File: src/rtl/rr_arbiter_4.sv
// rtl/rr_arbiter_4.sv - four-way round-robin arbiter with optional hold-limit revoke
//
// Shares one resource among four level-sensitive requesters. A grant is held
// until its owner drops its request or en falls. After any grant ends, the
// arbiter spends at least one cycle idle before granting again.
//
// Optional feature macro: ARB_TIMEOUT_EN
//   defined   - a grant is force-revoked after MAX_HOLD cycles, and timeout pulses
//   undefined - no hold counter; timeout is tied to 0
//
// Parameters
//   MAX_HOLD  grant cycle limit when ARB_TIMEOUT_EN is defined (1 .. 2**CNT_W-1)
//   CNT_W     hold counter width
//
// Ports
//   clk        in   rising-edge clock
//   rst_n      in   asynchronous active-low reset
//   en         in   arbiter enable; 0 revokes the grant and blocks new grants
//   req[3:0]   in   level requests
//   gnt[3:0]   out  registered one-hot grant, 0000 when there is no owner
//   gnt_id     out  registered owner index, qualified by gnt_valid
//   gnt_valid  out  registered, 1 while gnt is non-zero
//   timeout    out  one-cycle pulse on a forced revoke
module rr_arbiter_4 #(
    parameter int MAX_HOLD = 8,
    parameter int CNT_W    = 4
) (
    input  logic       clk,
    input  logic       rst_n,
    input  logic       en,
    input  logic [3:0] req,
    output logic [3:0] gnt,
    output logic [1:0] gnt_id,
    output logic       gnt_valid,
    output logic       timeout
);

    if (MAX_HOLD < 1 || MAX_HOLD > (2 ** CNT_W) - 1) begin : g_bad_max_hold
        $error("rr_arbiter_4: MAX_HOLD out of range for CNT_W");
    end

    typedef enum logic {
        IDLE  = 1'b0,
        GRANT = 1'b1
    } state_t;

    state_t     state, next_state;
    logic [1:0] ptr, next_ptr;
    logic [3:0] next_gnt;
    logic [1:0] next_gnt_id;
    logic       next_gnt_valid;

    logic [1:0] win;
    logic       found;

`ifdef ARB_TIMEOUT_EN
    logic [CNT_W-1:0] hold_cnt, next_hold_cnt;
    logic             timeout_q, next_timeout;
`endif

    // Rotating-priority search: candidates ptr+1, ptr+2, ptr+3, ptr (mod 4).
    always_comb begin
        logic [1:0] idx;
        idx   = '0;
        win   = ptr;
        found = 1'b0;
        for (int i = 1; i <= 4; i++) begin
            idx = ptr + 2'(i);
            if (!found && req[idx]) begin
                found = 1'b1;
                win   = idx;
            end
        end
    end

    always_comb begin
        next_state     = state;
        next_ptr       = ptr;
        next_gnt       = gnt;
        next_gnt_id    = gnt_id;
        next_gnt_valid = gnt_valid;
`ifdef ARB_TIMEOUT_EN
        next_hold_cnt  = hold_cnt;
        next_timeout   = 1'b0;
`endif
        case (state)
            IDLE: begin
                next_gnt       = 4'b0000;
                next_gnt_valid = 1'b0;
                if (en && found) begin
                    next_state     = GRANT;
                    next_gnt       = 4'b0001 << win;
                    next_gnt_id    = win;
                    next_gnt_valid = 1'b1;
                    next_ptr       = win;
`ifdef ARB_TIMEOUT_EN
                    next_hold_cnt  = '0;
`endif
                end
            end
            GRANT: begin
                // Release beats any other request; arbitration waits for IDLE.
                if (!en || !req[gnt_id]) begin
                    next_state     = IDLE;
                    next_gnt       = 4'b0000;
                    next_gnt_valid = 1'b0;
`ifdef ARB_TIMEOUT_EN
                end else if (hold_cnt == CNT_W'(MAX_HOLD - 1)) begin
                    // ptr already equals the owner, so it re-enters lowest in rotation.
                    next_state     = IDLE;
                    next_gnt       = 4'b0000;
                    next_gnt_valid = 1'b0;
                    next_timeout   = 1'b1;
                end else begin
                    next_hold_cnt  = hold_cnt + 1'b1;
`endif
                end
            end
            default: begin
                next_state     = IDLE;
                next_gnt       = 4'b0000;
                next_gnt_valid = 1'b0;
            end
        endcase
    end

    always_ff @(posedge clk or negedge rst_n) begin
        if (!rst_n) begin
            state     <= IDLE;
            ptr       <= 2'd3;
            gnt       <= 4'b0000;
            gnt_id    <= 2'd0;
            gnt_valid <= 1'b0;
        end else begin
            state     <= next_state;
            ptr       <= next_ptr;
            gnt       <= next_gnt;
            gnt_id    <= next_gnt_id;
            gnt_valid <= next_gnt_valid;
        end
    end

`ifdef ARB_TIMEOUT_EN
    always_ff @(posedge clk or negedge rst_n) begin
        if (!rst_n) begin
            hold_cnt  <= '0;
            timeout_q <= 1'b0;
        end else begin
            hold_cnt  <= next_hold_cnt;
            timeout_q <= next_timeout;
        end
    end

    assign timeout = timeout_q;
`else
    assign timeout = 1'b0;
`endif

endmodule
File: config.mk
export PLATFORM = sky130hd
export DESIGN_NAME = rr_arbiter_4
export DESIGN_NICKNAME = d
export VERILOG_FILES = /design/src/rtl/rr_arbiter_4.sv
export SDC_FILE = /design/constraint.sdc
export NUM_CORES = 1
export LEC_CHECK = 0
export BUFFER_PORTS_ARGS = -buffer_cell sky130_fd_sc_hd__buf_2
export CORE_AREA = 10 10 47 49
export CTS_BUF_LIST = sky130_fd_sc_hd__clkbuf_8
export CTS_CLUSTER_SIZE = 8
export DETAILED_ROUTE_END_ITERATION = 8
export DIE_AREA = 0 0 57 59
export PLACE_DENSITY_LB_ADDON = 0.12
export SLEW_MARGIN = 5
export SYNTH_ARGS = -nofsm -noshare
export SYNTH_HDL_FRONTEND = slang
export SYNTH_SLANG_ARGS = --single-unit
File: constraint.sdc
create_clock -name clk -period 2.1 [get_ports clk]
set_clock_uncertainty 0.15 [all_clocks]
set_input_delay 0.21 -clock clk [delete_from_list [all_inputs] [get_ports clk]]
set_output_delay 0.21 -clock clk [all_outputs]
set_load 0.05 [all_outputs]
==> results.toml, run 1 <==
[global_route]
grt_use_total = 0.0702
pin_count_of_the_biggest_net_entering_global_routing = 11
gr-total-overflow = 0
grt_antenna_before_repair = 0
vias_in_the_first_global_route = 434
grt_pass1_wl_um = 1920

[place]
half_perimeter_wire_length_of_the_detailed_placement_result_um = 858
port_buffers = 13
gp_congestion = 0.745
place.detailed.instances = 73

[critical_path]
timing_worst_setup_path_type = "reg -> reg"
critPathCaptureType = "flop"
reg2reg_setup_slack_ps = 460
cp_cell_sequence = "or2b_1 -> o21ai_0 -> a221o_1 -> a32o_1"
worst_r2r_endpoint = "gnt[1]$_DFFE_PN0P_"
critical_path.top_delay_family = "compound AO/OA/AOI/OAI gates"
critical_path.reg2reg.startpoint = "ptr[0]$_DFFE_PN1P_"
critical_path.max_stage_delay_ps = 550
worst_r2r_path_depth = 4
worst-endpoint-required_ps = 2070
worst_path_fanout_max = 5
critical_path.slowest_cell = "sky130_fd_sc_hd__dfstp_2"
critPathBufInv = 0
timing.critical_path.from_type = "flop"
crit_arrival_ps = 1610

[sta]
tcrit_tclk_final = 0.783
clock.fmax_mhz = 608
setup-violations-final = 0
minimum_clock_period_ps = 1640
rsz_0062_raised_after_global_routing = "false"
final.hold.worst_slack_ps = 199
max_slew_violation_count = 0
tns_ps = 0
finalHoldViolations = 0

[yosys]
syn-num-nets = 52
synth_area_leaders = "sky130_fd_sc_hd__dfrtp_1 (39%), sky130_fd_sc_hd__dfstp_2 (10%), sky130_fd_sc_hd__a21o_2 (5.2%)"
synth_top_cell_area_share = 0.394
synth_async_sr_flop_share = 1.00
synth_edf_count = 0
netlist_instances = 45
dominantRegCellSynth = "sky130_fd_sc_hd__dfrtp_1"
yosys.cell_types.count = 25
avgSynthCellArea_sq_um = 11.3
cell_with_the_most_instances_after_synthesis = "sky130_fd_sc_hd__dfrtp_1"
synth.largest_area_cell = "sky130_fd_sc_hd__dfrtp_1"
yosysWarningCount = 0
postSynthRegisterBits = 10
post_synth_instance_area_sq_um = 508
seq_area_frac_synth = 0.498
post_synth_most_frequent_cells = "sky130_fd_sc_hd__dfrtp_1 (8), sky130_fd_sc_hd__a21oi_1 (4), sky130_fd_sc_hd__a21o_2 (3), sky130_fd_sc_hd__nor2_1 (3)"

[cts]
htreeDepth = 1
clock_latency_ps = 230
cts_made_buffers = 3
ctsLongestPathBuffers = 2
post_cts_resize_count = 0
path_clk_slew_ps = 50
root_buffer = "sky130_fd_sc_hd__clkbuf_8"
postCtsHoldBufs = 1
tritoncts_sinks = 10
clock_tree_from_tritoncts = "done"
postCtsSetupBuffers = 0

[die]
fp.dieW_um = 57
boundaryPins = 15
die_area_sq_um = 3360
fp.coreArea_sq_um = 1400
die_height_um = 59
effective_utilization_at_floorplan = 0.362
row_count = 14

[layout]
final_net_count = 70
layout.core_utilization = 0.452
n_antenna_cell = 0
drive_gt1_frac = 0.410
syn2layout_area_growth_pct = 24.6
finalNonFillerCells = 77

[pwr]
power_density_nw_per_um2 = 1510
power.total_mw = 0.959
ir_drop_mv = 0.622
p_leak_nw = 0.310

[detailed_routing]
vias = 424
drcViolationCount = 0
average_wire_length_per_cell_after_detail_routing_um = 14.2
drtPass1Iterations = 4
vias_per_cell = 5.51
dr.first_iter.drc_count = 10
totalWireLength_um = 1100
ant_nets = 0

[worst_hold_path]
hold_path.class = "in -> async"

[run_status]
run_status = "complete, no violations"

[flow_run]
timing.max_cap.violations = 0
==> layer usage <==
metal / track usage / share of wire / vias to the layer above
met5: 0 / 0 / -
met4: 0.0403 / 0.025 / 0
met2: 0.0992 / 0.43 / 13
met3: 0.0258 / 0.064 / 3
met1: 0.0890 / 0.47 / 203
li1: - / - / 205
==> placed cells by master, fill, tap and decap left out, drive strengths merged, types with 2 or more instances in the layout <==
cell type	netlist	layout
nor2	3	3
o211ai	2	2
dfrtp	8	8
buf	2	14
o21ai	2	2
a32o	2	2
a22o	2	2
a21o	3	3
dfstp	2	2
or2b	2	2
a21oi	4	4
clkbuf	0	3
==> flip-flops by register name, summed over array words and instances, names as in the netlist <==
signal     flops
gnt            4
gnt_id         2
ptr            2
gnt_valid      1
state          1
==> worst max-delay path by stage <==
stage,slack (ps),depth (start not counted),start,end
after CTS,460,4,ptr[0]$_DFFE_PN1P_,gnt[1]$_DFFE_PN0P_
final,460,4,ptr[0]$_DFFE_PN1P_,gnt[1]$_DFFE_PN0P_
after floorplan,220,4,gnt_id[0]$_DFFE_PN0P_,state$_DFF_PN0_
after detailed placement,290,5,req[3],gnt[2]$_DFFE_PN0P_
after global placement,290,5,req[3],gnt[3]$_DFFE_PN0P_
after global routing,370,4,ptr[0]$_DFFE_PN1P_,gnt[1]$_DFFE_PN0P_
==> cells by family after synthesis <==
family / count (synthesis) / synth area share
AOI/OAI and AO/OA: 19 / 0.286
buffers and inverters: 3 / 0.0443
DFF: 10 / 0.498
muxes: 2 / 0.0419
other: 1 / 0.00738
and+or+nand+nor: 10 / 0.123
==> area by class of cell <==
cell class | instances | area [sq um]
fillers | 141 | 768
flip-flops and latches | 10 | 253
multi-input cells | 32 | 233
repair buffers | 15 | 82.6
clock buffers | 3 | 41.3
well taps | 16 | 20.0
inverters | 1 | 3.75
==> stage by stage <==
stage                     instance area (sq um)  setup slack, ps
final                                       633              456
after global routing                        633              375
after CTS                                   633              458
after detailed placement                    582              287
after global placement                      582              289
after floorplan                             508              220
==> power by group <==
part	internal (mW)	switching, mW	total (mW)	leakage (nW)
Clock	0.125	0.0698	0.195	0.0216
Sequential	0.276	0.0640	0.340	0.124
Combinational	0.150	0.275	0.424	0.165
Total	0.551	0.408	0.959	0.310
Power figures use the tool's default switching activity.
==> run 2, diff against run 1 <==
Clock period 2.1 ns to 1.7 ns, I/O delays scaled along.
==> run 2 against run 1 <==
Compared with the run above:
- maximum frequency up 0.88%
- worst hold slack worse by 29 ps
- sequential share of layout area down 3.3 points
- largest cell class unchanged
- via count up 5.0%
==> results.toml, run 2 (synthesis gave the netlist of run 1 again) <==
[layout]
reg.largest.list = "gnt x4, gnt_id x2, ptr x2"
final_cell_mix = "sky130_fd_sc_hd__buf_2 (13), sky130_fd_sc_hd__dfrtp_1 (7), sky130_fd_sc_hd__buf_4 (6), sky130_fd_sc_hd__clkbuf_8 (4)"
n_antenna_cell = 0
final_net_count = 75
design_area_sq_um = 693
drive_gt1_frac = 0.493
mostFrequentLayoutCell = "sky130_fd_sc_hd__buf_2"
syn2layout_area_growth_pct = 36.5
layout.area.seq_sq_um = 254
largest_register_ffs = 4
largest-register = "gnt"
n_fill_cell = 140
multi_input_gate_area_in_the_final_layout_sq_um = 240

[sta]
rsz_0062_raised_after_global_routing = "false"
setup-violations-final = 0
finalHoldViolations = 0
clock.fmax_mhz = 614
tns_ps = 0
minimum_clock_period_ps = 1630
tcrit_tclk_final = 0.958
max_slew_violation_count = 0

[global_route]
grt_pass1_wl_um = 2100
grt_antenna_before_repair = 0
gr-total-overflow = 0
vias_in_the_first_global_route = 459
grt_use_total = 0.0747
pin_count_of_the_biggest_net_entering_global_routing = 11

[critical_path]
critPathCaptureType = "flop"
reg2reg_setup_slack_ps = 70
critical_path.reg2reg.startpoint = "ptr[0]$_DFFE_PN1P_"
worst_r2r_endpoint = "gnt[1]$_DFFE_PN0P_"
timing_worst_setup_path_type = "reg -> reg"
crit_arrival_ps = 1590
timing.critical_path.from_type = "flop"
worst_r2r_path_depth = 4
worst_path_fanout_max = 5
worst-endpoint-required_ps = 1670

[pwr]
ir_drop_mv = 0.835
switching_share = 0.410
power.combinational.fraction = 0.435
sequentialPowerShare = 0.339
p_int_mw = 0.752
power_density_nw_per_um2 = 1840
p_leak_nw = 0.345
power.switching_mw = 0.522
clock_power_share = 0.226

[cts]
postCtsSetupBuffers = 0
tritoncts_sinks = 10
clock_tree_from_tritoncts = "done"
root_buffer = "sky130_fd_sc_hd__clkbuf_8"
clock_latency_ps = 230
cts_made_buffers = 3
path_clk_slew_ps = 50
htreeDepth = 1
ctsLongestPathBuffers = 2

[die]
effective_utilization_at_floorplan = 0.362
boundaryPins = 15
fp.coreArea_sq_um = 1400
die_area_sq_um = 3360
die_height_um = 59
fp.dieW_um = 57
row_count = 14

[place]
dpl_cell_area_sq_um = 628
gp_congestion = 0.765
half_perimeter_wire_length_of_the_detailed_placement_result_um = 1030
port_buffers = 13

[detailed_routing]
vias = 445
average_wire_length_per_cell_after_detail_routing_um = 15.4
drcViolationCount = 0
ant_nets = 0
vias_per_cell = 5.36
drtPass1Iterations = 4
dr.first_iter.drc_count = 8
totalWireLength_um = 1280

[worst_hold_path]
hold_path.class = "in -> async"

[run_status]
run_status = "complete, no violations"

[flow_run]
timing.max_cap.violations = 0
[run 2: power groups by stage]
stage,registers (mW),logic [mW],clock network (mW)
floorplan,0.600,0.229,0
global placement,0.436,0.560,0
detailed placement,0.433,0.560,0
CTS,0.431,0.564,0.297
global route,0.445,0.597,0.307
finish,0.432,0.555,0.288
[run 2: metal layers]
layer  up-vias  track usage  wire, um
li1        214            -         -
met1       218       0.0906       578
met2        13        0.118       597
met3         0       0.0386       104
met4         0       0.0101         0
met5         -            0         0
[run 2: worst max path at each step]
stage / slack, ps / start / to / cells past startpoint
after floorplan: 20 / gnt_id[0]$_DFFE_PN0P_ / state$_DFF_PN0_ / 4
after global placement: 30 / req[3] / gnt[0]$_DFFE_PN0P_ / 5
after detailed placement: 20 / req[3] / gnt[3]$_DFFE_PN0P_ / 5
after CTS: 60 / ptr[0]$_DFFE_PN1P_ / gnt[1]$_DFFE_PN0P_ / 4
after global routing: 20 / ptr[0]$_DFFE_PN1P_ / gnt[1]$_DFFE_PN0P_ / 4
final: 70 / ptr[0]$_DFFE_PN1P_ / gnt[1]$_DFFE_PN0P_ / 4
[run 2: timing repair]
| action | CTS | global route |
|---|---|---|
| endpoints found under the setup margin | 0 | 1 |
| hold buffers | 1 | 0 |
| gates resized for setup | 0 | 1 |
| hold endpoints to repair | 10 | 0 |
[run 2: area by class of cell]
class / count / area share
clock buffers: 4 / 0.0794
inverters: 1 / 0.00542
multi-input cells: 32 / 0.347
repair buffers: 20 / 0.173
flip-flops and latches: 10 / 0.366
well taps: 16 / 0.0289
[run 2: critical path: stages (launching register included)]
cell	delay, ps
sky130_fd_sc_hd__dfstp_2	560
sky130_fd_sc_hd__or2b_1	120
sky130_fd_sc_hd__o21ai_1	80
sky130_fd_sc_hd__a221o_1	360
sky130_fd_sc_hd__a32o_1	260
[run 2: through the flow]
step	worst slack (ps)	hold WS (ps)	total power, mW	cells	utilization
after floorplan	19.5	-276	0.829	45	-
final	70.8	170	1.27	83	0.495
after global routing	16.2	187	1.35	83	0.495
after global placement	28.2	-113	0.995	78	0.448
after CTS	62.2	172	1.29	83	0.495
after detailed placement	17.2	-111	0.993	78	0.448
==> run 3, diff against run 2 <==
Settings changed: BUFFER_PORTS_ARGS -buffer_cell sky130_fd_sc_hd__buf_2 to default, DONT_BUFFER_PORTS from default to 1.
==> run 3 against run 2 <==
Compared with the run above:
- total power is 1.9% lower
- global-route usage is 0.36 points higher
- final cell count is 17% lower
- flip-flop and latch count stayed put
- worst hold slack worse by 140 ps
- critical endpoint unchanged
==> results.toml, run 3 (synthesis gave the netlist of run 1 again) <==
[global_route]
grt_use_total = 0.0783
vias_in_the_first_global_route = 399
grt_pass1_wl_um = 2010
pin_count_of_the_biggest_net_entering_global_routing = 11
grt_antenna_before_repair = 0
gr-total-overflow = 0

[die]
fp.dieW_um = 57
die_area_sq_um = 3360
die_height_um = 59
fp.coreArea_sq_um = 1400
effective_utilization_at_floorplan = 0.362
row_count = 14
boundaryPins = 15

[sta]
setup-violations-final = 0
max_slew_violation_count = 0
minimum_clock_period_ps = 1630
finalHoldViolations = 0
clock.fmax_mhz = 615
tns_ps = 0
tcrit_tclk_final = 0.956
rsz_0062_raised_after_global_routing = "false"

[cts]
htreeDepth = 1
root_buffer = "sky130_fd_sc_hd__clkbuf_8"
clock_tree_from_tritoncts = "done"
path_clk_slew_ps = 50
tritoncts_sinks = 10
cts_made_buffers = 3
ctsLongestPathBuffers = 2
clock_latency_ps = 240

[detailed_routing]
drtPass1Iterations = 4
ant_nets = 0
dr.first_iter.drc_count = 3
average_wire_length_per_cell_after_detail_routing_um = 16.5
vias = 379
drcViolationCount = 0
vias_per_cell = 5.49
totalWireLength_um = 1140

[critical_path]
critical_path.max_stage_delay_ps = 550
critPathCaptureType = "flop"
critical_path.reg2reg.startpoint = "ptr[0]$_DFFE_PN1P_"
worst_path_fanout_max = 5
timing.critical_path.from_type = "flop"
cp_cell_sequence = "or2b_1 -> o21ai_1 -> a221o_1 -> a32o_1"
worst-endpoint-required_ps = 1680
critPathBufInv = 0
worst_setup_path_startpoint = "ptr[0]$_DFFE_PN1P_"
critical_path.top_delay_family = "compound AO/OA/AOI/OAI gates"
crit_arrival_ps = 1600
critical_path.slowest_cell = "sky130_fd_sc_hd__dfstp_2"
timing_worst_setup_path_type = "reg -> reg"

[place]
half_perimeter_wire_length_of_the_detailed_placement_result_um = 886
gp_congestion = 0.832
port_buffers = 0
place.detailed.instances = 63

[run_status]
run_status = "complete, no violations"

[layout]
n_fill_cell = 147
largest-register = "gnt"
mostFrequentLayoutCell = "sky130_fd_sc_hd__dfrtp_1"
n_antenna_cell = 0
finalNonFillerCells = 69
final_net_count = 61
final_cell_mix = "sky130_fd_sc_hd__dfrtp_1 (7), sky130_fd_sc_hd__buf_4 (5), sky130_fd_sc_hd__clkbuf_8 (4)"
drive_gt1_frac = 0.358
syn2layout_area_growth_pct = 22.2
reg.largest.list = "gnt x4, gnt_id x2, ptr x2"
largest_register_ffs = 4

[worst_hold_path]
hold_path.class = "in -> reg"
worst_hold_startpoint = "en"

[pwr]
power.total_mw = 1.25
ir_drop_mv = 0.903
p_leak_nw = 0.283
power_density_nw_per_um2 = 2010

[flow_run]
timing.max_cap.violations = 0
==> run 3: per-layer routing <==
layer | wire, um | share of wire | vias up | track usage
met5 | 0 | 0 | - | 0
met4 | 27 | 0.024 | 0 | 0.0503
met2 | 449 | 0.39 | 14 | 0.0961
met1 | 478 | 0.42 | 176 | 0.0882
li1 | - | - | 184 | -
met3 | 183 | 0.16 | 5 | 0.0644
==> run 3: final timing paths <==
path,depth (start not counted),slack (ps),end
setup / recovery,4,70,gnt[1]$_DFFE_PN0P_
hold / removal,2,30,gnt_id[1]$_DFFE_PN0P_
setup reg to reg,4,70,gnt[1]$_DFFE_PN0P_
hold reg to reg,2,380,ptr[0]$_DFFE_PN1P_
max in group asynchronous,1,890,ptr[0]$_DFFE_PN1P_
min in group asynchronous,1,160,gnt_valid$_DFFE_PN0P_
==> run 3: final cells by class <==
type	instances	area, sq um	share of cell area
sequential	10	254	0.409
timing repair buffer	6	47.5	0.0766
inverter	1	3.75	0.00605
tap	16	20.0	0.0323
clock buffer	4	55.1	0.0887
multi-input combinational	32	240	0.387
==> run 3: timing repair <==
action / in CTS / in global routing
resized for setup: 0 / 1
endpoints found under the hold margin: 10 / 0
buffers inserted: 0 / 1
hold buffers: 1 / 0
setup endpoints to repair: 0 / 2
==> run 3: report_power, final <==
group / internal (mW) / leakage [nW] / switching [mW]
combinational: 0.194 / 0.131 / 0.233
sequential: 0.341 / 0.123 / 0.184
clock: 0.204 / 0.0288 / 0.0949
total: 0.738 / 0.283 / 0.512
==> run 3: stage by stage <==
| step | util | hold WS [ps] | setup WS (ps) | instance area (sq um) |
|---|---|---|---|---|
| floorplan | - | -276 | 19.5 | 517 |
| global placement | 0.391 | -275 | 23.7 | 548 |
| detailed placement | 0.391 | -275 | 62.6 | 548 |
| CTS | 0.438 | 20.7 | 72.1 | 613 |
| global route | 0.443 | 34.7 | 2.97 | 621 |
| finish | 0.443 | 25.2 | 74.1 | 621 |
